--- config.mk ---
export PLATFORM = sky130hd
export DESIGN_NAME = mem_arbiter
export DESIGN_NICKNAME = d
export VERILOG_FILES = /design/src/rtl/mem_arbiter.sv
export SDC_FILE = /design/constraint.sdc
export NUM_CORES = 1
export LEC_CHECK = 0
export BUFFER_PORTS_ARGS = -buffer_cell sky130_fd_sc_hd__buf_2
export CELL_PAD_IN_SITES_DETAIL_PLACEMENT = 0
export CELL_PAD_IN_SITES_GLOBAL_PLACEMENT = 2
export CORE_MARGIN = 5
export CORE_UTILIZATION = 12
export CTS_BUF_LIST = sky130_fd_sc_hd__clkbuf_8
export DETAILED_ROUTE_END_ITERATION = 12
export PLACE_DENSITY_LB_ADDON = 0.1
export SKIP_CTS_REPAIR_TIMING = 1
export SLEW_MARGIN = 10
export SYNTH_ARGS = -nofsm -noshare
export SYNTH_HDL_FRONTEND = slang
export SYNTH_SLANG_ARGS = --single-unit
export TNS_END_PERCENT = 20
--- constraint.sdc ---
create_clock -name clock -period 2.7 [get_ports clock]
set_input_delay 0 -clock clock [delete_from_list [all_inputs] [get_ports clock]]
set_output_delay 0 -clock clock [all_outputs]
set_load 0.05 [all_outputs]
--- src/rtl/mem_arbiter.sv ---
// mem_arbiter: two-port memory arbiter, round-robin with a MAX_HOLD bound on tenure.
// Define MEM_ARBITER_FIXED_PRIORITY_EN to give port 0 fixed priority over port 1.
module mem_arbiter #(
    parameter int MAX_HOLD = 8
) (
    input  logic        clock,
    input  logic        reset,
    input  logic        p0_req,
    input  logic        p0_we,
    input  logic [1:0]  p0_func_in,
    input  logic [2:0]  p0_func_out,
    input  logic [31:0] p0_address,
    input  logic [31:0] p0_data_in,
    output logic        p0_gnt,
    output logic        p0_rvalid,
    output logic [31:0] p0_data_out,
    input  logic        p1_req,
    input  logic        p1_we,
    input  logic [1:0]  p1_func_in,
    input  logic [2:0]  p1_func_out,
    input  logic [31:0] p1_address,
    input  logic [31:0] p1_data_in,
    output logic        p1_gnt,
    output logic        p1_rvalid,
    output logic [31:0] p1_data_out,
    output logic        mem_we,
    output logic [1:0]  mem_func_in,
    output logic [2:0]  mem_func_out,
    output logic [31:0] mem_address,
    output logic [31:0] mem_data_in,
    input  logic [31:0] mem_data_out
);
`ifdef MEM_ARBITER_FIXED_PRIORITY_EN
    localparam bit FIXED = 1'b1;
`else
    localparam bit FIXED = 1'b0;
`endif

    typedef enum logic [1:0] {IDLE, OWN0, OWN1} state_t;

    state_t     state, nxt;
    logic [7:0] hold;
    logic       last;
    logic       at_max;

    assign at_max = hold == 8'(MAX_HOLD - 1);

    // last == 1 means port 1 was served most recently, so port 0 wins the next tie
    always_comb begin
        nxt = state;
        case (state)
            IDLE:    nxt = (p0_req && p1_req) ? ((FIXED || last) ? OWN0 : OWN1) :
                           p0_req ? OWN0 : p1_req ? OWN1 : IDLE;
            OWN0:    nxt = !p0_req ? (p1_req ? OWN1 : IDLE) :
                           (p1_req && at_max && !FIXED) ? OWN1 : OWN0;
            OWN1:    nxt = !p1_req ? (p0_req ? OWN0 : IDLE) :
                           (p0_req && (at_max || FIXED)) ? OWN0 : OWN1;
            default: nxt = IDLE;
        endcase
    end

    always_ff @(posedge clock or posedge reset) begin
        if (reset) begin
            state <= IDLE;
            hold  <= '0;
            last  <= 1'b1;
        end else begin
            state <= nxt;
            if (nxt != state)
                hold <= '0;
            else if (state != IDLE && !at_max)
                hold <= hold + 8'd1;
            if (nxt != state && nxt != IDLE)
                last <= (nxt == OWN1);
        end
    end

    assign p0_gnt = (state == OWN0);
    assign p1_gnt = (state == OWN1);

    assign mem_we       = (p0_gnt & p0_req & p0_we) | (p1_gnt & p1_req & p1_we);
    assign mem_address  = p0_gnt ? p0_address  : p1_gnt ? p1_address  : '0;
    assign mem_data_in  = p0_gnt ? p0_data_in  : p1_gnt ? p1_data_in  : '0;
    assign mem_func_in  = p0_gnt ? p0_func_in  : p1_gnt ? p1_func_in  : '0;
    assign mem_func_out = p0_gnt ? p0_func_out : p1_gnt ? p1_func_out : '0;

    assign p0_rvalid   = p0_gnt & p0_req & ~p0_we;
    assign p1_rvalid   = p1_gnt & p1_req & ~p1_we;
    assign p0_data_out = p0_gnt ? mem_data_out : '0;
    assign p1_data_out = p1_gnt ? mem_data_out : '0;
endmodule
# Word level (Yosys, flattened, before mapping)
# Cells that the tools add are included.
# classes
addsub	1
eq_ne	5
mux	22
bitwise_logic	9
reduce_logical	10
# ops
op	n
$mux 32	6
$mux 2	10
$mux 8	2
$add 8x1->8 const B	1
$eq 8x3->1 const B	1
$and 1x1->1	6
$mux 3	2
$pmux 2 s3	1
$reduce_bool 2->1	3
$logic_and 1x1->1	5
$eq 2x2->1 const B	2
$eq 2x1->1 const B	1
$logic_not 2->1	1
$ne 2x2->1	1
$not 1->1	2
$logic_not 1->1	1
$mux 1	1
$or 1x1->1	1
# totals
reg_bits	11
in_bits	176
output_inout_bits	138
wordCells	50

# Logic depth before layout (Yosys ltp)
# Gate-level depths: netlist (run 1).
# depth
word_depth	7
depth_mapped	6
depth_no_buf	5

# Worst setup path after synthesis (run 1)
# No wires, ideal clock.
# synth_path
kind	reg-to-output
start	register state[0]
end	output port p1_rvalid
arrival_time_ns	2.362
t_required_ns	2.700
slack_ns	0.338
stages_incl_launch_ff	4
path_buffers	2
cell_sequence	dfrtp_1 > buf_2 > clkbuf_1 > nor4b_1
# synth_between
elab_chain_cells	3
# synth_lines
item	line_no	source
start, declared	41	state_t state, nxt;
start signal, assigned	68	state <= nxt;
$eq 2x2->1	79	assign p1_gnt = (state == OWN1);
$and 1x1->1 (2 in a row)	88	assign p1_rvalid = p1_gnt & p1_req & ~p1_we;
end, declared	24	output logic p1_rvalid,
# No other way between the ends.

# Final worst setup path (run 1)
# layout_path
start	register state[1]
end	output port mem_address[31]
# layout_between
elab_chain_cells	3
elab_cells_between_ends	4
cone_classes	eq/ne: 2; mux: 2
# layout_lines
item	line_no	source
$eq 2x2->1	79	
$mux 32	82	assign mem_address = p0_gnt ? p0_address : p1_gnt ? p1_address : '0;
$mux 32 *	82	
end, declared	29	output logic [31:0] mem_address,
# Mark *: on every way between the ends. The rest lies on a longest branch, timed or not.

==> flow_metrics.tcl, run 1 <==
set metrics [dict create \
    fmax_mhz 450 \
    r2r-end "hold[4]" \
    critPathKind "reg2out" \
    grt_max_degree 72 \
    num_vias 3205 \
    numCtsBuffers 3 \
    grt_overflow_total 0 \
    ys_warn_count 0 \
    max_stage_delay_ps 610 \
    antenna_found_initial 2 \
    p_leak_nw 2.40 \
    finalSetupViolCount 0 \
    ys_top_cells_by_count "69 x a22o_1, 66 x and3_1, 22 x clkbuf_1" \
    hp-class "in2reg" \
    h-tree-depth 1 \
    synth.top_cell.area_share_pct 32.1 \
    preCtsSetupSlack_ps 733 \
    grt_pass1_wl_mm 20.4 \
    drv_cap 0 \
    yosysUniqueCellTypes 36 \
    hold_viol_final 0 \
    dpl.hpwl_mm 12.2 \
    die_area_um2 18300 \
    netlist_area_um2 1880 \
    min_to "last" \
    yosysMostFrequentCell "a22o_1" \
    multi_input_area_um2 1450 \
    ys_top_cells_by_area "a22o_1 32%, and3_1 22%, dfrtp_1 13%" \
    grtUsageTotal_pct 14.3 \
    clkLatencyLatePin_ps 240 \
    drt-initial-drc-count 163 \
    cts_num_sinks 11 \
    setup_slack_ps 476 \
    area_delta_synth_final_pct 98.3 \
    crit_slowest_cell "dfrtp_1" \
    totalWireLength_mm 14.5 \
    regArea_um2 277 \
    syn_area_per_cell_um2 7.64 \
    ios 314 \
    required_ps 2700 \
    dpl-instance-area_um2 3670 \
    r2r_start "hold[0]" \
    gp_congestion 0.777 \
    via_per_inst 4.26 \
    crit_chain "inv_1 -> nor2_4 -> buf_12 -> a22o_1 -> buf_2" \
    end_kind "output port" \
    fillerInstances 1803 \
    syn_inst 246 \
    relSlewSlack_pct 60.0 \
    r2r_slack_ps 720 \
    period_share_pct 82.4 \
    ir_drop_mv 0.166 \
    cts_root_buf "clkbuf_8" \
    start_kind "register" \
    clk_pin_slew_ps 60 \
    synth-seq-cells 11 \
    fp.dieW_um 135 \
    first_global_vias 3360 \
    drc 0 \
    power_mw 2.05 \
    clock_path_buffers 2 \
    fin_area_um2 3730 \
    fin_skew_ps 7.60 \
    worstPathArrival_ps 2220 \
    min_delay_path_depth 2 \
    port_buffers 313 \
    synth_edf_count 0 \
    final_layout_size_suffix_gt1_share_pct 62.2 \
    ys.flop_type "dfrtp_1" \
    reg2reg_depth 5 \
    final_util_pct 24.4 \
    nNetsFinal 717 \
    rsz0062_at_grt "no" \
    worstPathMaxFanout 71 \
    outcome "finished, final reports clean" \
    tns_ps 0 \
    cts_tree "done" \
    finalCriticalPeriod_ps 2220 \
    ant_nets 0 \
    start_util_pct 12.3 \
    fin_cells 752 \
    yosys.area.top_type "a22o_1" \
    min-delay-start "p0_req" \
    fp-row-count 45 \
    synthesis.nets 423 \
    ys_seq_area_share_pct 14.7 \
    placed_cells 745 \
    wire_per_inst_um 19.2 \
    worst_hold_slack_ps 72.3 \
    power.density_nw_per_um2 549 \
    maxSlewViolCount 0 \
    worst_pin_slew_ps 601 \
    first_pass_iters 4 \
    core_area_um2 15300 \
    synth-async-reset-ratio_pct 100 \
    fp.dieH_um 135 \
]
[cells by family after synthesis]
family,share of synthesized area [%]
flip-flops,14.7
adder cells (fa/ha/maj),0.665
XOR/XNOR,1.86
buffers and inverters,8.92
multiplexers,0.798
AO/OA/AOI/OAI,40.4
AND/OR/NAND/NOR,32.7
[cells in the final DEF, fill, tap and decap left out, types with 2 or more instances in the layout]
cell      count
buf_4         8
nand4_1       4
a311oi_1      2
nor2_4        2
nand2_1       7
xor2_1        4
nand3_1       3
and3_1       66
clkbuf_8      3
buf_2       312
diode_2       2
a21oi_1       6
a22o_1       69
o21ai_0       4
buf_12        2
nor3_1        4
dfrtp_1      10
nor2_1        5
inv_1         6
a211oi_1      3
[worst max-delay path by stage]
stage	startpoint	endpoint	slack [ps]	depth (start not counted)
global route	state[1]	mem_address[26]	310	5
detailed placement	hold[0]	hold[4]	730	5
finish	state[1]	mem_address[31]	480	5
CTS	state[1]	mem_address[31]	470	5
floorplan	state[0]	p1_rvalid	340	3
global placement	hold[0]	hold[7]	760	5
[area by class of cell]
| class | count | share of cell area (%) |
|---|---|---|
| Sequential cell | 11 | 7.41 |
| Clock inverter | 1 | 0.101 |
| Tap cell | 211 | 7.08 |
| Clock buffer | 3 | 1.11 |
| Inverter | 5 | 0.503 |
| Antenna cell | 2 | 0.134 |
| Multi-Input combinational cell | 196 | 38.8 |
| Timing Repair Buffer | 323 | 44.8 |
[power by group]
| part | total [mW] | leakage (nW) | switching (mW) | internal (mW) |
|---|---|---|---|---|
| Sequential | 0.208 | 0.146 | 0.0279 | 0.180 |
| Combinational | 1.67 | 2.22 | 1.23 | 0.446 |
| Clock | 0.166 | 0.0269 | 0.0662 | 0.100 |
| Total | 2.05 | 2.40 | 1.32 | 0.726 |
[registers in the layout (all words and copies together) (netlist names)]
register and flops:
hold 8, state 2, last 1
[worst max-delay path, delay by kind of cell, from the launching register on]
kind | cells | cell delay (ps)
buffers and inverters | 3 | 920
DFF | 1 | 610
AOI/OAI and AO/OA | 1 | 210
and+or+nand+nor | 1 | 190
[metal layers]
layer | up-vias | part of all wire, % | global-route usage (%)
met2 | 118 | 58 | 28.4
met1 | 1523 | 36 | 15.8
met3 | 4 | 5.5 | 3.53
met5 | - | 0 | 0
met4 | 0 | 0.33 | 1.57
li1 | 1560 | - | -
No activity file was read; power rests on OpenSTA's default activity.
==> inputs of run 2 (changes only) <==
--- a/config.mk
+++ b/config.mk
@@ -9,7 +9,7 @@
 export CELL_PAD_IN_SITES_DETAIL_PLACEMENT = 0
 export CELL_PAD_IN_SITES_GLOBAL_PLACEMENT = 2
 export CORE_MARGIN = 5
-export CORE_UTILIZATION = 12
+export CORE_UTILIZATION = 11
 export CTS_BUF_LIST = sky130_fd_sc_hd__clkbuf_8
 export DETAILED_ROUTE_END_ITERATION = 12
 export PLACE_DENSITY_LB_ADDON = 0.1
==> constraint.sdc (replaced) <==
create_clock -name clock -period 2.2 [get_ports clock]
set_input_delay 0 -clock clock [delete_from_list [all_inputs] [get_ports clock]]
set_output_delay 0 -clock clock [all_outputs]
set_load 0.05 [all_outputs]
==> run 2 against run 1 <==
  * Sequential power grew 18%
  * Non-clock buffer count grew 3
  * Highest routed layer unchanged
  * Critical path depth grew 1
  * Largest power group unchanged
==> flow_metrics.tcl, run 2 (synthesized netlist as in run 1, its figures left out) <==
set metrics [dict create \
    hp-class "in2reg" \
    drv_cap 0 \
    hold_viol_final 0 \
    fmax_mhz 507 \
    grtUsageTotal_pct 13.2 \
    top_regs "hold x8, state x2, last x1" \
    power_mw 2.54 \
    drc 0 \
    worstPathMaxFanout 70 \
    grt_max_degree 72 \
    die_area_um2 19800 \
    cts_num_sinks 11 \
    fp.dieH_um 141 \
    clk_pin_slew_ps 50 \
    largest-register "hold" \
    drt-initial-drc-count 121 \
    layout_commonest_cell "buf_2" \
    setup_slack_ps 227 \
    finalCriticalPeriod_ps 1970 \
    first_global_vias 3254 \
    num_vias 3238 \
    finalSetupViolCount 0 \
    p_leak_nw 2.42 \
    ir_drop_mv 0.304 \
    fin_cells 764 \
    fin_skew_ps 2.05 \
    area_delta_synth_final_pct 101 \
    totalWireLength_mm 14.5 \
    power.density_nw_per_um2 671 \
    worstPathArrival_ps 1970 \
    maxSlewViolCount 0 \
    placed_cells 757 \
    required_ps 2200 \
    ios 314 \
    mostFrequentLayoutCells "312 x buf_2, 69 x a22o_1, 66 x and3_1, 10 x dfrtp_1, 10 x buf_4" \
    start_util_pct 11.3 \
    ant_nets 0 \
    port_buffers 313 \
    wire_per_inst_um 18.9 \
    fillerInstances 1954 \
    cts_root_buf "clkbuf_8" \
    grt_overflow_total 0 \
    cts_tree "done" \
    numCtsBuffers 3 \
    gp_congestion 0.791 \
    rsz0062_at_grt "no" \
    relSlewSlack_pct 67.7 \
    antenna_found_initial 2 \
    via_per_inst 4.24 \
    tns_ps 0 \
    final_layout_size_suffix_gt1_share_pct 62.5 \
    start_kind "register" \
    worst_pin_slew_ps 484 \
    h-tree-depth 1 \
    first_pass_iters 4 \
    period_share_pct 89.7 \
    preCtsSetupSlack_ps 452 \
    grt_pass1_wl_mm 20.4 \
    clkLatencyLatePin_ps 240 \
    fp-row-count 47 \
    fp.dieW_um 141 \
    largest_reg_flops 8 \
    critPathKind "reg2out" \
    nNetsFinal 720 \
    end_kind "output port" \
    core_area_um2 16700 \
    dpl.hpwl_mm 12.1 \
    outcome "finished, final reports clean" \
    clock_path_buffers 2 \
]
## run 2: cell count changes in the layout (fill, tap and decap cells not counted), sizes merged
| cell | change |
|---|---|
| buf | +3 |
## run 2: routing by layer
metal,track usage (%),vias to the layer above,share of wire [%]
li1,-,1562,-
met1,13.5,1504,33
met2,26.3,153,57
met3,3.12,19,7.3
met4,3.88,0,2.4
met5,0,-,0
## run 2: per-stage QoR
| stage | cell area (µm²) | hold slack (ps) | util [%] |
|---|---|---|---|
| floorplan | 1890 | -148 | - |
| global route | 3780 | 74.5 | 22.6 |
| detailed placement | 3720 | 45.5 | 22.3 |
| CTS | 3770 | -216 | 22.6 |
| global placement | 3720 | 51.8 | 22.3 |
| finish | 3780 | 57.1 | 22.6 |
## run 2: cell type report
class / count / area [µm²] / area share, %
timing repair buffer: 326 / 1710 / 45.1
multi-input combinational: 196 / 1460 / 38.5
clock inverter: 1 / 3.75 / 0.0992
clock buffer: 3 / 41.3 / 1.09
tap: 220 / 275 / 7.28
sequential: 11 / 277 / 7.31
inverter: 5 / 18.8 / 0.496
antenna: 2 / 5.00 / 0.132
## run 2: report_power, final
group          total [mW]  switching (mW)  internal [mW]
Sequential          0.245          0.0233          0.222
Clock               0.210          0.0863          0.123
Combinational        2.09            1.52          0.565
## run 2: path summary, 6_finish.rpt
path / from / to / slack [ps] / cells past startpoint
hold reg to reg: hold[2] / hold[2] / 560 / 1
setup / recovery: state[0] / mem_address[2] / 230 / 6
min in group asynchronous: reset / hold[7] / 330 / 3
setup reg to reg: hold[1] / hold[0] / 440 / 5
hold / removal: p0_req / last / 60 / 2
max in group asynchronous: reset / last / 1520 / 3
## run 2: worst max-delay path, cell delays in order, from the launching register on
cell and delay [ps]:
dfrtp_1 400, buf_4 200, inv_1 90, nor2_4 170, buf_12 300, a22o_1 230, buf_2 280
==> inputs of run 3 (changes only) <==
==> config.mk (replaced) <==
export PLATFORM = sky130hd
export DESIGN_NAME = mem_arbiter
export DESIGN_NICKNAME = d
export VERILOG_FILES = /design/src/rtl/mem_arbiter.sv
export SDC_FILE = /design/constraint.sdc
export NUM_CORES = 1
export LEC_CHECK = 0
export BUFFER_PORTS_ARGS = -buffer_cell sky130_fd_sc_hd__buf_2
export CELL_PAD_IN_SITES_DETAIL_PLACEMENT = 1
export CELL_PAD_IN_SITES_GLOBAL_PLACEMENT = 1
export CORE_AREA = 5 5 118 120
export CTS_BUF_LIST = sky130_fd_sc_hd__clkbuf_8
export DETAILED_ROUTE_END_ITERATION = 12
export DIE_AREA = 0 0 123 125
export PLACE_DENSITY_LB_ADDON = 0.1
export SKIP_CTS_REPAIR_TIMING = 1
export SLEW_MARGIN = 25
export SYNTH_ARGS = -nofsm -noshare
export SYNTH_HDL_FRONTEND = slang
export SYNTH_SLANG_ARGS = --single-unit
export TNS_END_PERCENT = 20
==> run 3 against run 2 <==
  * Die area fell by 22%
  * Clock power fell by 6%
  * Via count fell by 0.31%
  * First-iteration DRC count fell by 23%
  * Final cell count fell by 6.4%
  * Utilization rose by 6.1 points
  * Hold slack improved by 12 ps
  * Register-to-register slack got worse by 210 ps
  * Count of clock-buffer cells in the layout did not move
  * Global-route usage rose by 3.9 points
  * Power fell by 1.7%
  * Sequential share of layout area rose by 0.15 points
  * Critical path type unchanged
  * Largest cell class unchanged
  * Largest power group unchanged
==> flow_metrics.tcl, run 3 (synthesized netlist as in run 1, its figures left out) <==
set metrics [dict create \
    wire_per_inst_um 19.4 \
    maxSlewViolCount 0 \
    grt_pass1_wl_mm 20.5 \
    largest_reg_flops 8 \
    mostFrequentLayoutCells "311 x buf_2, 69 x a22o_1, 66 x and3_1, 10 x dfrtp_1, 7 x nand2_1" \
    start_util_pct 14.6 \
    relSlewSlack_pct 62.4 \
    rsz0062_at_grt "no" \
    final_util_pct 28.8 \
    cp_num_buf_inv 3 \
    fp.dieH_um 125 \
    regArea_um2 277 \
    start_kind "register" \
    dpl.hpwl_mm 11.7 \
    cts_root_buf "clkbuf_8" \
    layout_commonest_cell "buf_2" \
    h-tree-depth 1 \
    first_global_vias 3496 \
    crit_chain "inv_1 -> nor2_4 -> buf_12 -> a22o_1 -> buf_2" \
    crit_slowest_cell "dfrtp_1" \
    numCtsBuffers 3 \
    power.density_nw_per_um2 674 \
    preCtsSetupSlack_ps 222 \
    cts_num_sinks 11 \
    critPathKind "reg2out" \
    final_layout_size_suffix_gt1_share_pct 62.2 \
    drc 0 \
    largest-register "hold" \
    fin_area_um2 3700 \
    totalWireLength_mm 13.9 \
    port_buffers 313 \
    grt_max_degree 72 \
    die_area_um2 15400 \
    cts_tree "done" \
    via_per_inst 4.51 \
    worstPathMaxFanout 71 \
    num_vias 3228 \
    drt-initial-drc-count 93 \
    grt_overflow_total 0 \
    first_pass_iters 4 \
    ios 314 \
    tns_ps 0 \
    hp-class "in2reg" \
    drv_cap 0 \
    ant_nets 0 \
    finalCriticalPeriod_ps 2060 \
    worst_pin_slew_ps 565 \
    setup_slack_ps 145 \
    worstPathArrival_ps 2060 \
    multi_input_area_um2 1460 \
    fillerInstances 1640 \
    finalSetupViolCount 0 \
    dpl-instance-area_um2 3640 \
    ir_drop_mv 0.183 \
    fp.dieW_um 123 \
    gp_congestion 0.808 \
    required_ps 2200 \
    area_delta_synth_final_pct 97.0 \
    p_leak_nw 2.39 \
    antenna_found_initial 5 \
    period_share_pct 93.4 \
    crit_family "buffers and inverters" \
    top_regs "hold x8, state x2, last x1" \
    fmax_mhz 487 \
    end_kind "output port" \
    clk_pin_slew_ps 50 \
    hold_viol_final 0 \
    clkLatencyLatePin_ps 240 \
    grtUsageTotal_pct 17.2 \
    nNetsFinal 715 \
    core_area_um2 12900 \
    worst_hold_slack_ps 69.4 \
    clock_path_buffers 2 \
    max_stage_delay_ps 640 \
    fp-row-count 42 \
    outcome "finished, final reports clean" \
    fin_skew_ps 5.16 \
]
-- run 3: changes by cell type in the layout (fill, tap and decap cells not counted), sizes merged --
cell,delta
buf,-5
-- run 3: final cells by class --
class	count	share of cell area, %
diodes	2	0.135
well taps	176	5.94
clock inverters	1	0.101
multi-input cells	196	39.3
clock buffers	3	1.11
repair buffers	321	45.5
inverters	5	0.507
flip-flops and latches	11	7.46
-- run 3: power breakdown --
part           switching, mW  total [mW]  internal [mW]  leakage (nW)
Combinational           1.49        2.04          0.553          2.22
Sequential            0.0343       0.256          0.222         0.146
Clock                 0.0746       0.197          0.122        0.0269
-- run 3: through the flow --
step,cells,power [mW]
floorplan,246,1.73
global placement,708,2.32
detailed placement,708,2.32
CTS,712,2.53
global route,715,2.63
finish,715,2.50
-- run 3: path summary, 6_finish.rpt --
path / from / cells past startpoint / end / slack (ps)
max: state[0] / 5 / mem_address[11] / 140
min reg2reg: hold[2] / 1 / hold[2] / 560
max reg2reg: hold[0] / 5 / hold[5] / 230
min: p0_req / 2 / last / 70
min in group asynchronous: reset / 3 / state[1] / 320
max in group asynchronous: reset / 3 / last / 1530
-- run 3: worst reg2reg max path: cells and delay by family (launching register included) --
family	cells	cell delay, ps
AND/OR/NAND/NOR	3	530
flip-flops	1	460
AO/OA/AOI/OAI	1	570
adder cells (fa/ha/maj)	1	280
-- run 3: routing by layer --
metal | global-route usage [%] | vias to the layer above | share of wire [%]
met2 | 33.2 | 132 | 55
met3 | 4.61 | 20 | 6.5
met5 | 0 | - | 0.24
met4 | 4.82 | 6 | 2.0
met1 | 17.7 | 1514 | 36
li1 | - | 1556 | -
